===== src/rtl/phy_tx_ctrl.sv =====
// rtl/phy_tx_ctrl.sv - transmit sequencer feeding the OSERDES wrapper
//
// Purpose: after reset, holds the serializer in reset, then sends a training
// pattern, then frames payload from a valid/ready source as one sync word
// followed by FRAME_LEN payload words, with idle words between frames.
//
// Ports:
//   clk_div_in        parallel-word clock (only clock)
//   reset_n           synchronous active-low reset
//   enable            link enable
//   s_data/s_valid    payload word source
//   s_ready           payload accepted on s_valid && s_ready (high only in FRAME)
//   data_from_fabric  registered parallel word to the serializer
//   serdes_rst        serializer reset, active-high
//   link_up           training complete (IDLE, SYNC or FRAME)
//   underrun          one-cycle pulse per missing payload word
//   frame_cnt         completed frame count, wraps
module phy_tx_ctrl #(
   parameter int                    DATA_WIDTH   = 8,
   parameter int                    RST_CYCLES   = 16,
   parameter int                    TRAIN_CYCLES = 64,
   parameter int                    FRAME_LEN    = 16,
   parameter logic [DATA_WIDTH-1:0] TRAIN_WORD   = 8'hF0,
   parameter logic [DATA_WIDTH-1:0] SYNC_WORD    = 8'hBC,
   parameter logic [DATA_WIDTH-1:0] IDLE_WORD    = 8'h3C
) (
   input  logic                  clk_div_in,
   input  logic                  reset_n,
   input  logic                  enable,
   input  logic [DATA_WIDTH-1:0] s_data,
   input  logic                  s_valid,
   output logic                  s_ready,
   output logic [DATA_WIDTH-1:0] data_from_fabric,
   output logic                  serdes_rst,
   output logic                  link_up,
   output logic                  underrun,
   output logic [15:0]           frame_cnt
);

   localparam int CNT_MAX = (RST_CYCLES > TRAIN_CYCLES) ? RST_CYCLES : TRAIN_CYCLES;
   localparam int CNT_W   = (CNT_MAX > 1) ? $clog2(CNT_MAX) : 1;
   localparam int WC_W    = (FRAME_LEN > 1) ? $clog2(FRAME_LEN) : 1;

   localparam logic [CNT_W-1:0] RST_LAST   = CNT_W'(RST_CYCLES - 1);
   localparam logic [CNT_W-1:0] TRAIN_LAST = CNT_W'(TRAIN_CYCLES - 1);
   localparam logic [WC_W-1:0]  WORD_LAST  = WC_W'(FRAME_LEN - 1);

   typedef enum logic [2:0] {
      ST_RST,
      ST_TRAIN,
      ST_IDLE,
      ST_SYNC,
      ST_FRAME
   } state_t;

   state_t                state, state_nxt;
   logic [CNT_W-1:0]      cnt, cnt_nxt;
   logic [WC_W-1:0]       word_cnt, word_cnt_nxt;
   logic [DATA_WIDTH-1:0] data_q, data_nxt;
   logic                  underrun_q, underrun_nxt;
   logic [15:0]           frame_cnt_q, frame_cnt_nxt;

   // Status outputs decode straight from the state register, so s_ready
   // carries no combinational dependency on s_valid.
   assign serdes_rst       = (state == ST_RST);
   assign link_up          = (state == ST_IDLE) || (state == ST_SYNC) || (state == ST_FRAME);
   assign s_ready          = (state == ST_FRAME);
   assign data_from_fabric = data_q;
   assign underrun         = underrun_q;
   assign frame_cnt        = frame_cnt_q;

   always_ff @(posedge clk_div_in) begin
      if (!reset_n) begin
         state       <= ST_RST;
         cnt         <= '0;
         word_cnt    <= '0;
         data_q      <= '0;
         underrun_q  <= 1'b0;
         frame_cnt_q <= '0;
      end else begin
         state       <= state_nxt;
         cnt         <= cnt_nxt;
         word_cnt    <= word_cnt_nxt;
         data_q      <= data_nxt;
         underrun_q  <= underrun_nxt;
         frame_cnt_q <= frame_cnt_nxt;
      end
   end

   always_comb begin
      state_nxt     = state;
      cnt_nxt       = cnt;
      word_cnt_nxt  = word_cnt;
      data_nxt      = data_q;
      underrun_nxt  = 1'b0;
      frame_cnt_nxt = frame_cnt_q;

      case (state)
         ST_RST: begin
            data_nxt = '0;
            // The hold time only accumulates while the link is enabled.
            if (!enable) begin
               cnt_nxt = '0;
            end else if (cnt == RST_LAST) begin
               state_nxt = ST_TRAIN;
               cnt_nxt   = '0;
            end else begin
               cnt_nxt = cnt + 1'b1;
            end
         end

         ST_TRAIN: begin
            data_nxt = TRAIN_WORD;
            if (!enable) begin
               state_nxt = ST_RST;
               cnt_nxt   = '0;
            end else if (cnt == TRAIN_LAST) begin
               state_nxt = ST_IDLE;
               cnt_nxt   = '0;
            end else begin
               cnt_nxt = cnt + 1'b1;
            end
         end

         ST_IDLE: begin
            data_nxt = IDLE_WORD;
            cnt_nxt  = '0;
            // Disable has priority over starting a frame; s_valid is only
            // observed here, not consumed.
            if (!enable) begin
               state_nxt = ST_RST;
            end else if (s_valid) begin
               state_nxt = ST_SYNC;
            end
         end

         ST_SYNC: begin
            data_nxt     = SYNC_WORD;
            state_nxt    = ST_FRAME;
            word_cnt_nxt = '0;
         end

         ST_FRAME: begin
            // A started frame always completes, regardless of enable.
            if (s_valid) begin
               data_nxt = s_data;
               if (word_cnt == WORD_LAST) begin
                  state_nxt     = ST_IDLE;
                  word_cnt_nxt  = '0;
                  frame_cnt_nxt = frame_cnt_q + 16'd1;
               end else begin
                  word_cnt_nxt = word_cnt + 1'b1;
               end
            end else begin
               data_nxt     = IDLE_WORD;
               underrun_nxt = 1'b1;
            end
         end

         default: begin
            state_nxt = ST_RST;
            cnt_nxt   = '0;
         end
      endcase
   end

endmodule

===== config.mk =====
export PLATFORM = sky130hd
export DESIGN_NAME = phy_tx_ctrl
export DESIGN_NICKNAME = d
export VERILOG_FILES = /design/src/rtl/phy_tx_ctrl.sv
export SDC_FILE = /design/constraint.sdc
export NUM_CORES = 1
export LEC_CHECK = 0
export CORE_MARGIN = 2
export CORE_UTILIZATION = 25
export CTS_CLUSTER_DIAMETER = 40
export DETAILED_ROUTE_END_ITERATION = 10
export GPL_TIMING_DRIVEN = 0
export PLACE_DENSITY = 0.56
export SLEW_MARGIN = 10
export SYNTH_ARGS = -nofsm -noshare
export SYNTH_HDL_FRONTEND = slang
export SYNTH_SLANG_ARGS = --single-unit

===== constraint.sdc =====
create_clock -name clk_div_in -period 5.35 [get_ports clk_div_in]
set_clock_uncertainty 0.1 [all_clocks]
set_input_delay 0.8025 -clock clk_div_in [delete_from_list [all_inputs] [get_ports clk_div_in]]
set_output_delay 0.8025 -clock clk_div_in [all_outputs]
set_load 0.01 [all_outputs]

* Word-level counts from Yosys, hierarchy flattened
Cells that the tools add are included.
Widths: inputs -> output; s select.
** Operators by class
- Mux-type cells :: 20
- Equal/unequal tests :: 13
- Reductions and logical operators :: 10
- Add/sub/neg operators :: 3
** Operator list (number)
- $pmux 8 s5 :: 1
- $mux 3 :: 8
- $mux 6 :: 4
- $pmux 6 s3 :: 1
- $add 16x1->16 const B :: 1
- $pmux 3 s5 :: 1
- $mux 4 :: 2
- $mux 8 :: 1
- $pmux 4 s2 :: 1
- $add 6x1->6 const B :: 1
- $eq 3x2->1 const B :: 2
- $eq 6x4->1 const B :: 1
- $eq 6x6->1 const B :: 1
- $ne 3x3->1 const B :: 2
- $reduce_and 6->1 :: 1
- $reduce_bool 5->1 :: 1
- $add 4x1->4 const B :: 1
- $eq 4x4->1 const B :: 1
- $ne 2x1->1 const B :: 2
- $ne 2x2->1 const B :: 2
- $reduce_and 2->1 :: 2
- $eq 3x1->1 const B :: 1
- $eq 3x3->1 const B :: 1
- $logic_not 3->1 :: 1
- other kinds (5) :: 6
** Word-level totals
- Logic and storage cells :: 52
- Input bits :: 12
- Output and inout bits :: 28
- Bits in registers :: 38

* Longest topological paths before layout
Gate-level depths: netlist (run 1).
- Depth in word-level cells :: 4
- Mapped depth :: 7

* Least setup slack after synthesis (run 1)
No wires, ideal clock.
- Path type :: input port to flip-flop
- Start point :: input port s_valid
- End point :: register frame_cnt_q[13], in the netlist frame_cnt[13]
- Path buffers :: 2
- Setup time :: 0.070 ns
- Arrival :: 2.102 ns
- Slack :: 3.078 ns
- Stages :: 6
- Data required time :: 5.180 ns
- Cells stage by stage :: nand4bb_1 > buf_2 > or3_1 > buf_2 > or4_1 > a21oi_1
** Between the ends
- Word-level cells in the longest chain between the ends :: 1
** Ends and longest elaborated chain
- from (decl) :: line 31 : input logic s_valid,
- $reduce_and 3->1 (no source line)
- to (signal assigned) :: line 86 : frame_cnt_q <= frame_cnt_nxt;
- to (decl) :: line 61 : logic [15:0] frame_cnt_q, frame_cnt_nxt;
Every way passes these cells.
A chain may end at the register's enable or synchronous reset.

* Worst setup path in the final report (run 1)
- Start point :: register state[1]
- End point :: output port s_ready
** Between the ends
- Word-level cells in the longest chain between the ends :: 1
** Ends and longest elaborated chain
- from (decl) :: line 56 : state_t state, state_nxt;
- from (signal assigned) :: line 81 : state <= state_nxt;
- $eq 3x3->1 :: line 67 : assign s_ready = (state == ST_FRAME);
- to (decl) :: line 32 : output logic s_ready,
Every way passes these cells.

==> run_results.csv, run 1 <==
group,metric,value,unit
min_path,min_path_cells,2,
yosys,ys.flop_type,"dfxtp_1",
critical_path,arrival,2.10,ns
yosys,synthTopCellsByArea,"dfxtp_1 39%, a21oi_1 6.5%, nor2_1 4.8%, nand3_1 4.4%, o21ai_0 3.6%",
yosys,yosys.area.top_type,"dfxtp_1",
die,initial_core_utilization,25.5,%
critical_path,timing.critical_path.required,4.45,ns
power_and_ir_drop,power_switching,0.266,mW
detailed_routing,detailed_route_wire_length,4900,µm
critical_path,worstPathMaxFanout,10,
timing,post-route-period-util,56.1,%
finish,fin_nets,303,
finish,instances_no_fill,390,
power_and_ir_drop,peakVddDrop,134,µV
grt,number_of_global_route_vias_before_repair,1827,
detailed_routing,route.met3.wl,130,µm
timing,setup_ws_post_layout,2.35,ns
grt,gr-usage-all-layers,12.4,%
detailed_routing,drc,0,
yosys,synth_edf_count,0,
finish,ff_latch_area,761,µm²
clock_network,tritoncts,"done",
power_and_ir_drop,power.density,333,nW/µm²
yosys,ys_ff_latch,38,
placed_design,numPlacedInstances,383,
placed_design,portBuffers,38,
min_path,timing.hold.worst.class,"reg2reg",
yosys,most_frequently_used_cell_type_in_the_post_synthesis_netlist,"dfxtp_1",
min_path,hold_path_endpoint,"word_cnt[1]",
placed_design,detailedPlace.worstSlack,2.43,ns
clock_network,numCtsBuffers,5,
detailed_routing,post_drt_via_cell_ratio,4.91,
power_and_ir_drop,power.internal,0.585,mW
finish,multiInputGateArea,1060,µm²
clock_network,clkSinkCount,38,
timing,achievable-frequency,333,MHz
detailed_routing,dr.max_layer_used,"met4",
job,drv.max_cap_violation_count,0,
finish,fill_cells,818,
die,placement_rows,32,
critical_path,setup.worst_path.start_class,"flop",
finish,antenna_cells_inserted,0,
outcome,run_status,"finished, final reports clean",
clock_network,cts_repair_resize_count,0,
timing,hold_ws,0.374,ns
yosys,post-synth-top-area-fraction,39.3,%
power_and_ir_drop,switching_share,31.3,%
grt,grt_overflow_total,0,
yosys,netlist-cell-type-count,41,
power_and_ir_drop,cellLeakagePower,0.871,nW
detailed_routing,detail_route.first_pass.iterations,4,
finish,layout-area-overhead-vs-synth,32.0,%
critical_path,rr_worst_depth,6,
timing,final.setup.tns,0,ns
timing,worst_pin_slew,0.545,ns
detailed_routing,drt.antenna.violating_nets,0,
detailed_routing,drt-met1-wl,2390,µm
power_and_ir_drop,power_frac_clock,30.1,%
critical_path,regToRegSetupSlack,3.12,ns
timing,finalSetupViolCount,0,
grt,global_route_wire_length_before_repair,8540,µm
timing,setup_repair_after_global_routing_missed_its_margin,"no",
finish,utilization,33.6,%
yosys,ys_seq_area_share,39.3,%
critical_path,crit_end_element,"output pin",
yosys,post_synth_most_frequent_cells,"38 x dfxtp_1, 25 x a21oi_1, 25 x nor2_1",
grt,antenna_violations_before_repair,0,
clock_network,clk_root_buffer_cell,"clkbuf_8",
power_and_ir_drop,p_seq_share,37.8,%
yosys,yosysWarningCount,0,
timing,final_hold_viol_count,0,
clock_network,cts_hold_buf,0,
clock_network,clock_tree.buffer_depth,2,
grt,largest_net_degree_at_the_start_of_global_routing,12,
placed_design,gpl.final_weighted_congestion,0.798,
critical_path,r2r-start,"word_cnt[0]",
clock_network,post_cts_buffers,0,
critical_path,critPathKind,"reg2out",
min_path,hp-start,"word_cnt[1]",
critical_path,worstReg2RegEnd,"frame_cnt[15]",
die,die_w,92.0,µm
finish,layout-drive-gt1-share,4.51,%
die,io_pins,40,
detailed_routing,dr.first_iter.drc_count,94,
timing,period_minus_slack,3.00,ns
power_and_ir_drop,power.combinational.fraction,32.1,%
die,die_y,92.0,µm
die,die-area,8470,µm²
timing,timing_max_transition_violations_final,0,
yosys,synthesis.nets,258,
yosys,synth.avg_cell_area,7.98,µm²
yosys,synth_area,1940,µm²
placed_design,detailedPlacementHpwl,3540,µm
detailed_routing,met2_wire_length,2320,µm
detailed_routing,routed-via-count,1913,
clock_network,clkSlewWorstSetupHoldPaths,0.08,ns
detailed_routing,wl_per_cell,12.6,µm
die,core_region_area,7610,µm²
yosys,synth_async_sr_flop_share,0,%
clock_network,cts.htree.levels,2,
clock_network,insertion_delay,0.30,ns
timing,timing.slew.headroom,63.6,%
yosys,post_synthesis_instance_total,243,
## flip-flops by register name (all words and copies together) (netlist names)
signal	cells
cnt	6
underrun	1
state	3
data_from_fabric	8
word_cnt	4
frame_cnt	16
## power by group through the flow
stage | clock [mW] | combinational (mW) | sequential, mW
2_1_floorplan | 0 | 0.172 | 0.332
3_3_place_gp | 0 | 0.271 | 0.328
3_5_place_dp | 0 | 0.273 | 0.328
4_1_cts | 0.264 | 0.273 | 0.322
5_1_grt | 0.273 | 0.303 | 0.325
6_report | 0.256 | 0.273 | 0.322
## layout make-up
class,instances,area share [%]
Multi-Input combinational cell,177,41.5
Sequential cell,38,29.7
Timing Repair Buffer,38,14.9
Tap cell,102,4.99
Clock buffer,6,3.23
Buffer,17,2.93
Inverter,11,1.61
Clock inverter,1,1.17
## cells by family (layout without fill, tap and decap cells)
family | count (synthesis) | after routing | share of synthesized area, %
simple gates | 100 | 100 | 28.3
compound gates | 64 | 64 | 19.9
flops | 38 | 38 | 39.3
buf+inv | 28 | 73 | 6.00
xor+xnor | 9 | 9 | 4.07
fa+ha+maj | 3 | 3 | 1.94
mux | 1 | 1 | 0.516
## worst max-delay path by stage
stage | start | depth (start not counted) | end
after floorplan | s_valid | 6 | frame_cnt[13]
after global placement | s_valid | 7 | frame_cnt[13]
after detailed placement | s_valid | 7 | frame_cnt[15]
after CTS | state[1] | 5 | s_ready
after global routing | state[2] | 4 | link_up
final | state[1] | 5 | s_ready
## per-layer routing
layer	track usage [%]	up-vias
li1	-	981
met2	19.6	27
met4	5.60	0
met1	16.3	901
met3	2.55	4
met5	0	-
## stage by stage
step / total power, mW / area [µm²]
floorplan: 0.504 / 1940
global placement: 0.599 / 2450
detailed placement: 0.602 / 2450
finish: 0.851 / 2560
global route: 0.901 / 2560
CTS: 0.860 / 2560
## cells in the final DEF, fill, tap and decap left out, types with 3 or more instances in the layout
cell and n:
a21oi_1 25, a31oi_1 4, and3_1 6, buf_2 3, clkbuf_1 12, clkbuf_8 6
clkdlybuf4s50_1 38, dfxtp_1 38, ha_1 3, inv_1 11, nand2_1 9, nand3_1 17
nand3b_1 4, nand4_1 5, nor2_1 25, nor3_1 6, nor4_1 3, o21a_1 4
o21ai_0 14, o31ai_1 7, or3_1 4, or4_1 9, xnor2_1 5, xor2_1 4
## worst max-delay path, cell delays in order (launching register included)
cell and delay [ns]:
dfxtp_1 0.31, buf_6 0.13, or3b_2 0.43, clkbuf_1 0.23, inv_1 0.16, clkdlybuf4s50_1 0.55
(Power assumes the default switching activity.)
==> run 2, diff against run 1 <==
--- a/config.mk
+++ b/config.mk
@@ -10,7 +10,7 @@
 export CTS_CLUSTER_DIAMETER = 40
 export DETAILED_ROUTE_END_ITERATION = 10
 export GPL_TIMING_DRIVEN = 0
-export PLACE_DENSITY = 0.56
+export PLACE_DENSITY = 0.57
 export SLEW_MARGIN = 10
 export SYNTH_ARGS = -nofsm -noshare
 export SYNTH_HDL_FRONTEND = slang
==> constraint.sdc (replaced) <==
create_clock -name clk_div_in -period 2.6 [get_ports clk_div_in]
set_clock_uncertainty 0.1 [all_clocks]
set_input_delay 0.39 -clock clk_div_in [delete_from_list [all_inputs] [get_ports clk_div_in]]
set_output_delay 0.39 -clock clk_div_in [all_outputs]
set_load 0.01 [all_outputs]
==> run 2 against run 1 <==
Net effect: count of clock-buffer cells in the layout up 1; combinational power up 110%; sequential power up 110%; die area unchanged; non-clock buffer count down 1; global-route usage up 0.071 points; worst hold slack better by 0.0074 ns; sequential cell count unchanged; via count down 1.4%; clock power up 65%; highest routed layer unchanged.
==> run_results.csv, run 2 (same netlist as run 1, synthesis figures left out) <==
group,metric,value,unit
outcome,run_status,"finished, final reports clean",
detailed_routing,drc,0,
grt,grt_overflow_total,0,
critical_path,crit_end_element,"output pin",
die,initial_core_utilization,25.5,%
finish,largest_register_ffs,16,
die,die_y,92.0,µm
finish,antenna_cells_inserted,0,
finish,instances_no_fill,390,
critical_path,setup.worst_path.start_class,"flop",
power_and_ir_drop,cellLeakagePower,0.864,nW
power_and_ir_drop,p_seq_share,40.3,%
detailed_routing,dr.first_iter.drc_count,96,
timing,finalSetupViolCount,0,
grt,number_of_global_route_vias_before_repair,1838,
critical_path,critPathKind,"reg2out",
critical_path,cells_traversed_along_the_worst_timing_path,"buf_6, or3b_2, o21ai_0, clkdlybuf4s50_1",
critical_path,worstPathMaxFanout,10,
clock_network,clkSinkCount,38,
clock_network,clock_tree.buffer_depth,2,
timing,worst_pin_slew,0.583,ns
detailed_routing,post_drt_via_cell_ratio,4.84,
die,die-area,8470,µm²
die,core_region_area,7610,µm²
min_path,timing.hold.worst.class,"reg2reg",
job,drv.max_cap_violation_count,0,
critical_path,cpLargestDelayFamily,"buffers and inverters",
min_path,min_path_cells,2,
finish,layout.cell_area.non_filler,2530,µm²
grt,global_route_wire_length_before_repair,8580,µm
detailed_routing,detailed_route_wire_length,4950,µm
detailed_routing,detail_route.first_pass.iterations,4,
power_and_ir_drop,power.internal,1.11,mW
timing,setup_ws_post_layout,0.127,ns
placed_design,detailedPlacementHpwl,3550,µm
clock_network,clk_root_buffer_cell,"clkbuf_8",
power_and_ir_drop,power_frac_clock,25.6,%
timing,setup_repair_after_global_routing_missed_its_margin,"no",
grt,gr-usage-all-layers,12.5,%
power_and_ir_drop,totalPowerFinal,1.65,mW
timing,achievable-frequency,404,MHz
power_and_ir_drop,peakVddDrop,226,µV
critical_path,critPathSlowestCell,"or3b_2",
die,io_pins,40,
timing,period_minus_slack,2.47,ns
die,placement_rows,32,
min_path,hp-start,"data_from_fabric[0]",
clock_network,clkSlewWorstSetupHoldPaths,0.07,ns
timing,final.setup.tns,0,ns
clock_network,insertion_delay,0.29,ns
finish,final_cell_mix,"38 x dfxtp_1, 38 x clkdlybuf4s50_1, 25 x a21oi_1, 25 x nor2_1, 17 x nand3_1",
detailed_routing,wl_per_cell,12.7,µm
critical_path,timing.critical_path.required,2.11,ns
critical_path,rr_worst_depth,6,
clock_network,tritoncts,"done",
finish,fin_nets,302,
timing,timing.slew.headroom,61.1,%
clock_network,cts.htree.levels,2,
die,die_w,92.0,µm
power_and_ir_drop,switching_share,32.6,%
clock_network,cts_hold_buf,0,
finish,layout-area-overhead-vs-synth,30.8,%
placed_design,portBuffers,38,
timing,timing_max_transition_violations_final,0,
critical_path,arrival,1.98,ns
grt,largest_net_degree_at_the_start_of_global_routing,12,
placed_design,dpl_cell_area,2450,µm²
timing,post-route-period-util,95.1,%
critical_path,regToRegSetupSlack,0.40,ns
power_and_ir_drop,power.density,650,nW/µm²
critical_path,worstReg2RegEnd,"frame_cnt[15]",
min_path,hold_path_endpoint,"data_from_fabric[0]",
critical_path,worst_path_largest_cell_delay,0.56,ns
timing,final_hold_viol_count,0,
placed_design,numPlacedInstances,383,
critical_path,worst-path-buf-inv,2,
grt,antenna_violations_before_repair,0,
placed_design,gpl.final_weighted_congestion,0.805,
detailed_routing,drt.antenna.violating_nets,0,
power_and_ir_drop,power_switching,0.538,mW
finish,layout-drive-gt1-share,4.86,%
detailed_routing,routed-via-count,1887,
placed_design,detailedPlace.worstSlack,0.0817,ns
power_and_ir_drop,power.combinational.fraction,34.1,%
critical_path,r2r-start,"word_cnt[0]",
clock_network,numCtsBuffers,5,
==> run 2: power by group through the flow <==
stage	sequential (mW)	clock, mW	combinational (mW)
after floorplan	0.683	0	0.353
after global placement	0.675	0	0.557
after detailed placement	0.676	0	0.561
after CTS	0.664	0.441	0.563
after global routing	0.670	0.470	0.627
final	0.663	0.422	0.562
==> run 2: worst reg2reg max path, stage by stage (launching register included) <==
cell     delay, ns
dfxtp_1       0.38
ha_1          0.22
nand3_1       0.21
or3_1         0.41
buf_2         0.18
or4_1         0.48
a21oi_1       0.15
==> run 2: cell type report <==
type                    count  area, µm²
flip-flops and latches     38        761
plain buffers              16       72.6
repair buffers             38        380
fillers                   849       5070
inverters                  11       41.3
clock buffers               7       86.3
multi-input cells         177       1060
clock inverters             1       5.00
well taps                 102        128
==> run 2: timing repair <==
action,in CTS,in global routing
setup endpoints to repair,0,2
gates resized for setup,0,2
buffers inserted,0,0
endpoints found under the hold margin,0,0
==> run 2: per-stage QoR <==
stage	utilization (%)	hold slack [ns]
2_1_floorplan	-	0.349
3_3_place_gp	32.2	0.364
3_5_place_dp	32.2	0.376
4_1_cts	33.4	0.387
5_1_grt	33.3	0.410
6_report	33.3	0.381
==> run 2: worst max path at each step <==
stage,slack [ns],depth (start not counted),from,end
final,0.13,4,state[1],link_up
after global routing,0.04,4,state[2],link_up
after CTS,0.004,5,state[1],s_ready
after detailed placement,0.08,7,s_valid,frame_cnt[15]
after global placement,0.13,7,s_valid,frame_cnt[15]
after floorplan,0.61,6,word_cnt[0],frame_cnt[13]
==> run 2: per-layer routing <==
| metal | global-route usage, % | vias to the layer above | routed length (µm) |
|---|---|---|---|
| met5 | 0 | - | 0 |
| met4 | 4.98 | 0 | 66 |
| met3 | 3.29 | 6 | 196 |
| met2 | 20.0 | 31 | 2370 |
| met1 | 16.0 | 878 | 2320 |
| li1 | - | 972 | - |
==> run 3, diff against run 2 <==
--- a/config.mk
+++ b/config.mk
@@ -11,6 +11,7 @@
 export DETAILED_ROUTE_END_ITERATION = 10
 export GPL_TIMING_DRIVEN = 0
 export PLACE_DENSITY = 0.57
+export SETUP_SLACK_MARGIN = 0.05
 export SLEW_MARGIN = 10
 export SYNTH_ARGS = -nofsm -noshare
 export SYNTH_HDL_FRONTEND = slang
==> run 3 against run 2 <==
Net effect: combinational power about the same; via count increased by 0.16%; first-iteration DRC count increased by 1.0%; sequential cell count did not move; count of clock-buffer cells in the layout unchanged; sequential power barely moved; sequential share of layout area hardly changed; setup slack got worse by 0.00066 ns; critical path depth unchanged; maximum frequency barely moved; critical path type unchanged; final area about the same; non-clock buffer count unchanged; largest cell class unchanged.
==> run_results.csv, run 3 (same netlist as run 1, synthesis figures left out) <==
group,metric,value,unit
power_and_ir_drop,power_frac_clock,25.7,%
finish,layout-drive-gt1-share,5.21,%
timing,post-route-period-util,95.1,%
die,initial_core_utilization,25.5,%
clock_network,clk_root_buffer_cell,"clkbuf_8",
grt,number_of_global_route_vias_before_repair,1838,
min_path,min_path_cells,2,
die,die_w,92.0,µm
power_and_ir_drop,power_switching,0.538,mW
power_and_ir_drop,power.density,650,nW/µm²
timing,finalSetupViolCount,0,
timing,final.setup.tns,0,ns
detailed_routing,detail_route.first_pass.iterations,4,
grt,gr-usage-all-layers,12.5,%
grt,grt_overflow_total,0,
critical_path,setup.worst_path.start_class,"flop",
detailed_routing,routed-via-count,1890,
critical_path,critPathKind,"reg2out",
detailed_routing,post_drt_via_cell_ratio,4.85,
finish,antenna_cells_inserted,0,
placed_design,portBuffers,38,
min_path,timing.hold.worst.class,"reg2reg",
clock_network,cts.htree.levels,2,
die,placement_rows,32,
clock_network,clkSinkCount,38,
power_and_ir_drop,switching_share,32.6,%
clock_network,tritoncts,"done",
placed_design,detailedPlacementHpwl,3550,µm
detailed_routing,detailed_route_wire_length,4940,µm
power_and_ir_drop,peakVddDrop,226,µV
grt,antenna_violations_before_repair,0,
clock_network,numCtsBuffers,5,
placed_design,gpl.final_weighted_congestion,0.805,
critical_path,worstPathMaxFanout,10,
finish,final_cell_mix,"38 x dfxtp_1, 38 x clkdlybuf4s50_1, 25 x a21oi_1, 25 x nor2_1, 17 x nand3_1",
die,die-area,8470,µm²
finish,instances_no_fill,390,
detailed_routing,wl_per_cell,12.7,µm
power_and_ir_drop,power.combinational.fraction,34.1,%
die,die_y,92.0,µm
detailed_routing,dr.first_iter.drc_count,97,
critical_path,timing.critical_path.required,2.11,ns
finish,ff_latch_area,761,µm²
timing,setup_repair_after_global_routing_missed_its_margin,"no",
job,drv.max_cap_violation_count,0,
critical_path,rr_worst_depth,6,
timing,worst_pin_slew,0.583,ns
clock_network,insertion_delay,0.29,ns
die,core_region_area,7610,µm²
clock_network,clkSlewWorstSetupHoldPaths,0.08,ns
finish,largest_register_ffs,16,
timing,period_minus_slack,2.47,ns
placed_design,numPlacedInstances,383,
power_and_ir_drop,power.internal,1.11,mW
timing,timing_max_transition_violations_final,0,
detailed_routing,drc,0,
power_and_ir_drop,cellLeakagePower,0.867,nW
finish,fill_cells,849,
clock_network,post_cts_buffers,0,
grt,largest_net_degree_at_the_start_of_global_routing,12,
grt,global_route_wire_length_before_repair,8580,µm
finish,fin_nets,302,
outcome,run_status,"finished, final reports clean",
finish,multiInputGateArea,1060,µm²
critical_path,arrival,1.98,ns
die,io_pins,40,
critical_path,crit_end_element,"output pin",
timing,final_hold_viol_count,0,
power_and_ir_drop,p_seq_share,40.3,%
finish,layout-area-overhead-vs-synth,30.9,%
timing,achievable-frequency,404,MHz
timing,timing.slew.headroom,61.2,%
clock_network,clock_tree.buffer_depth,2,
detailed_routing,drt.antenna.violating_nets,0,
-- run 3: through the flow --
step	power [mW]	hold WS [ns]	util, %	instance area [µm²]	worst slack (ns)
after floorplan	1.04	0.349	-	1940	0.605
after global placement	1.23	0.364	32.2	2450	0.125
after detailed placement	1.24	0.376	32.2	2450	0.0817
after CTS	1.67	0.387	33.3	2530	0.0845
after global routing	1.77	0.410	33.3	2540	0.0524
final	1.65	0.382	33.3	2540	0.127
-- run 3: path summary, 6_finish.rpt --
check / startpoint / end / slack (ns)
setup reg to reg: word_cnt[0] / frame_cnt[15] / 0.40
hold reg to reg: data_from_fabric[0] / data_from_fabric[0] / 0.38
hold / removal: data_from_fabric[0] / data_from_fabric[0] / 0.38
setup / recovery: state[1] / link_up / 0.13
-- run 3: critical path: stages, from the launching register on --
cell             delay (ns)
dfxtp_1                0.31
buf_6                  0.13
or3b_2                 0.56
o21ai_0                0.13
clkdlybuf4s50_1        0.56
-- run 3: metal layers --
metal	vias up	part of all wire [%]	track usage, %
met3	6	4.3	3.29
met4	0	1.3	4.98
met2	35	48	20.0
met1	876	47	16.0
met5	-	0	0
li1	973	-	-
-- run 3: area by class of cell --
cell class,instances,share of cell area [%]
Buffer,16,2.91
Clock buffer,7,3.40
Clock inverter,1,0.197
Inverter,11,1.63
Multi-Input combinational cell,177,41.8
Sequential cell,38,30.0
Tap cell,102,5.03
Timing Repair Buffer,38,15.0
-- run 3: power groups by stage --
stage / clock network, mW / registers (mW) / logic [mW]
floorplan: 0 / 0.683 / 0.353
global placement: 0 / 0.675 / 0.557
detailed placement: 0 / 0.676 / 0.561
CTS: 0.441 / 0.664 / 0.563
global route: 0.470 / 0.670 / 0.627
finish: 0.423 / 0.664 / 0.562
-- run 3: repair_timing --
action,in CTS,in global routing
endpoints found under the setup margin,2,1
hold buffers,0,0
gates resized for setup,0,4
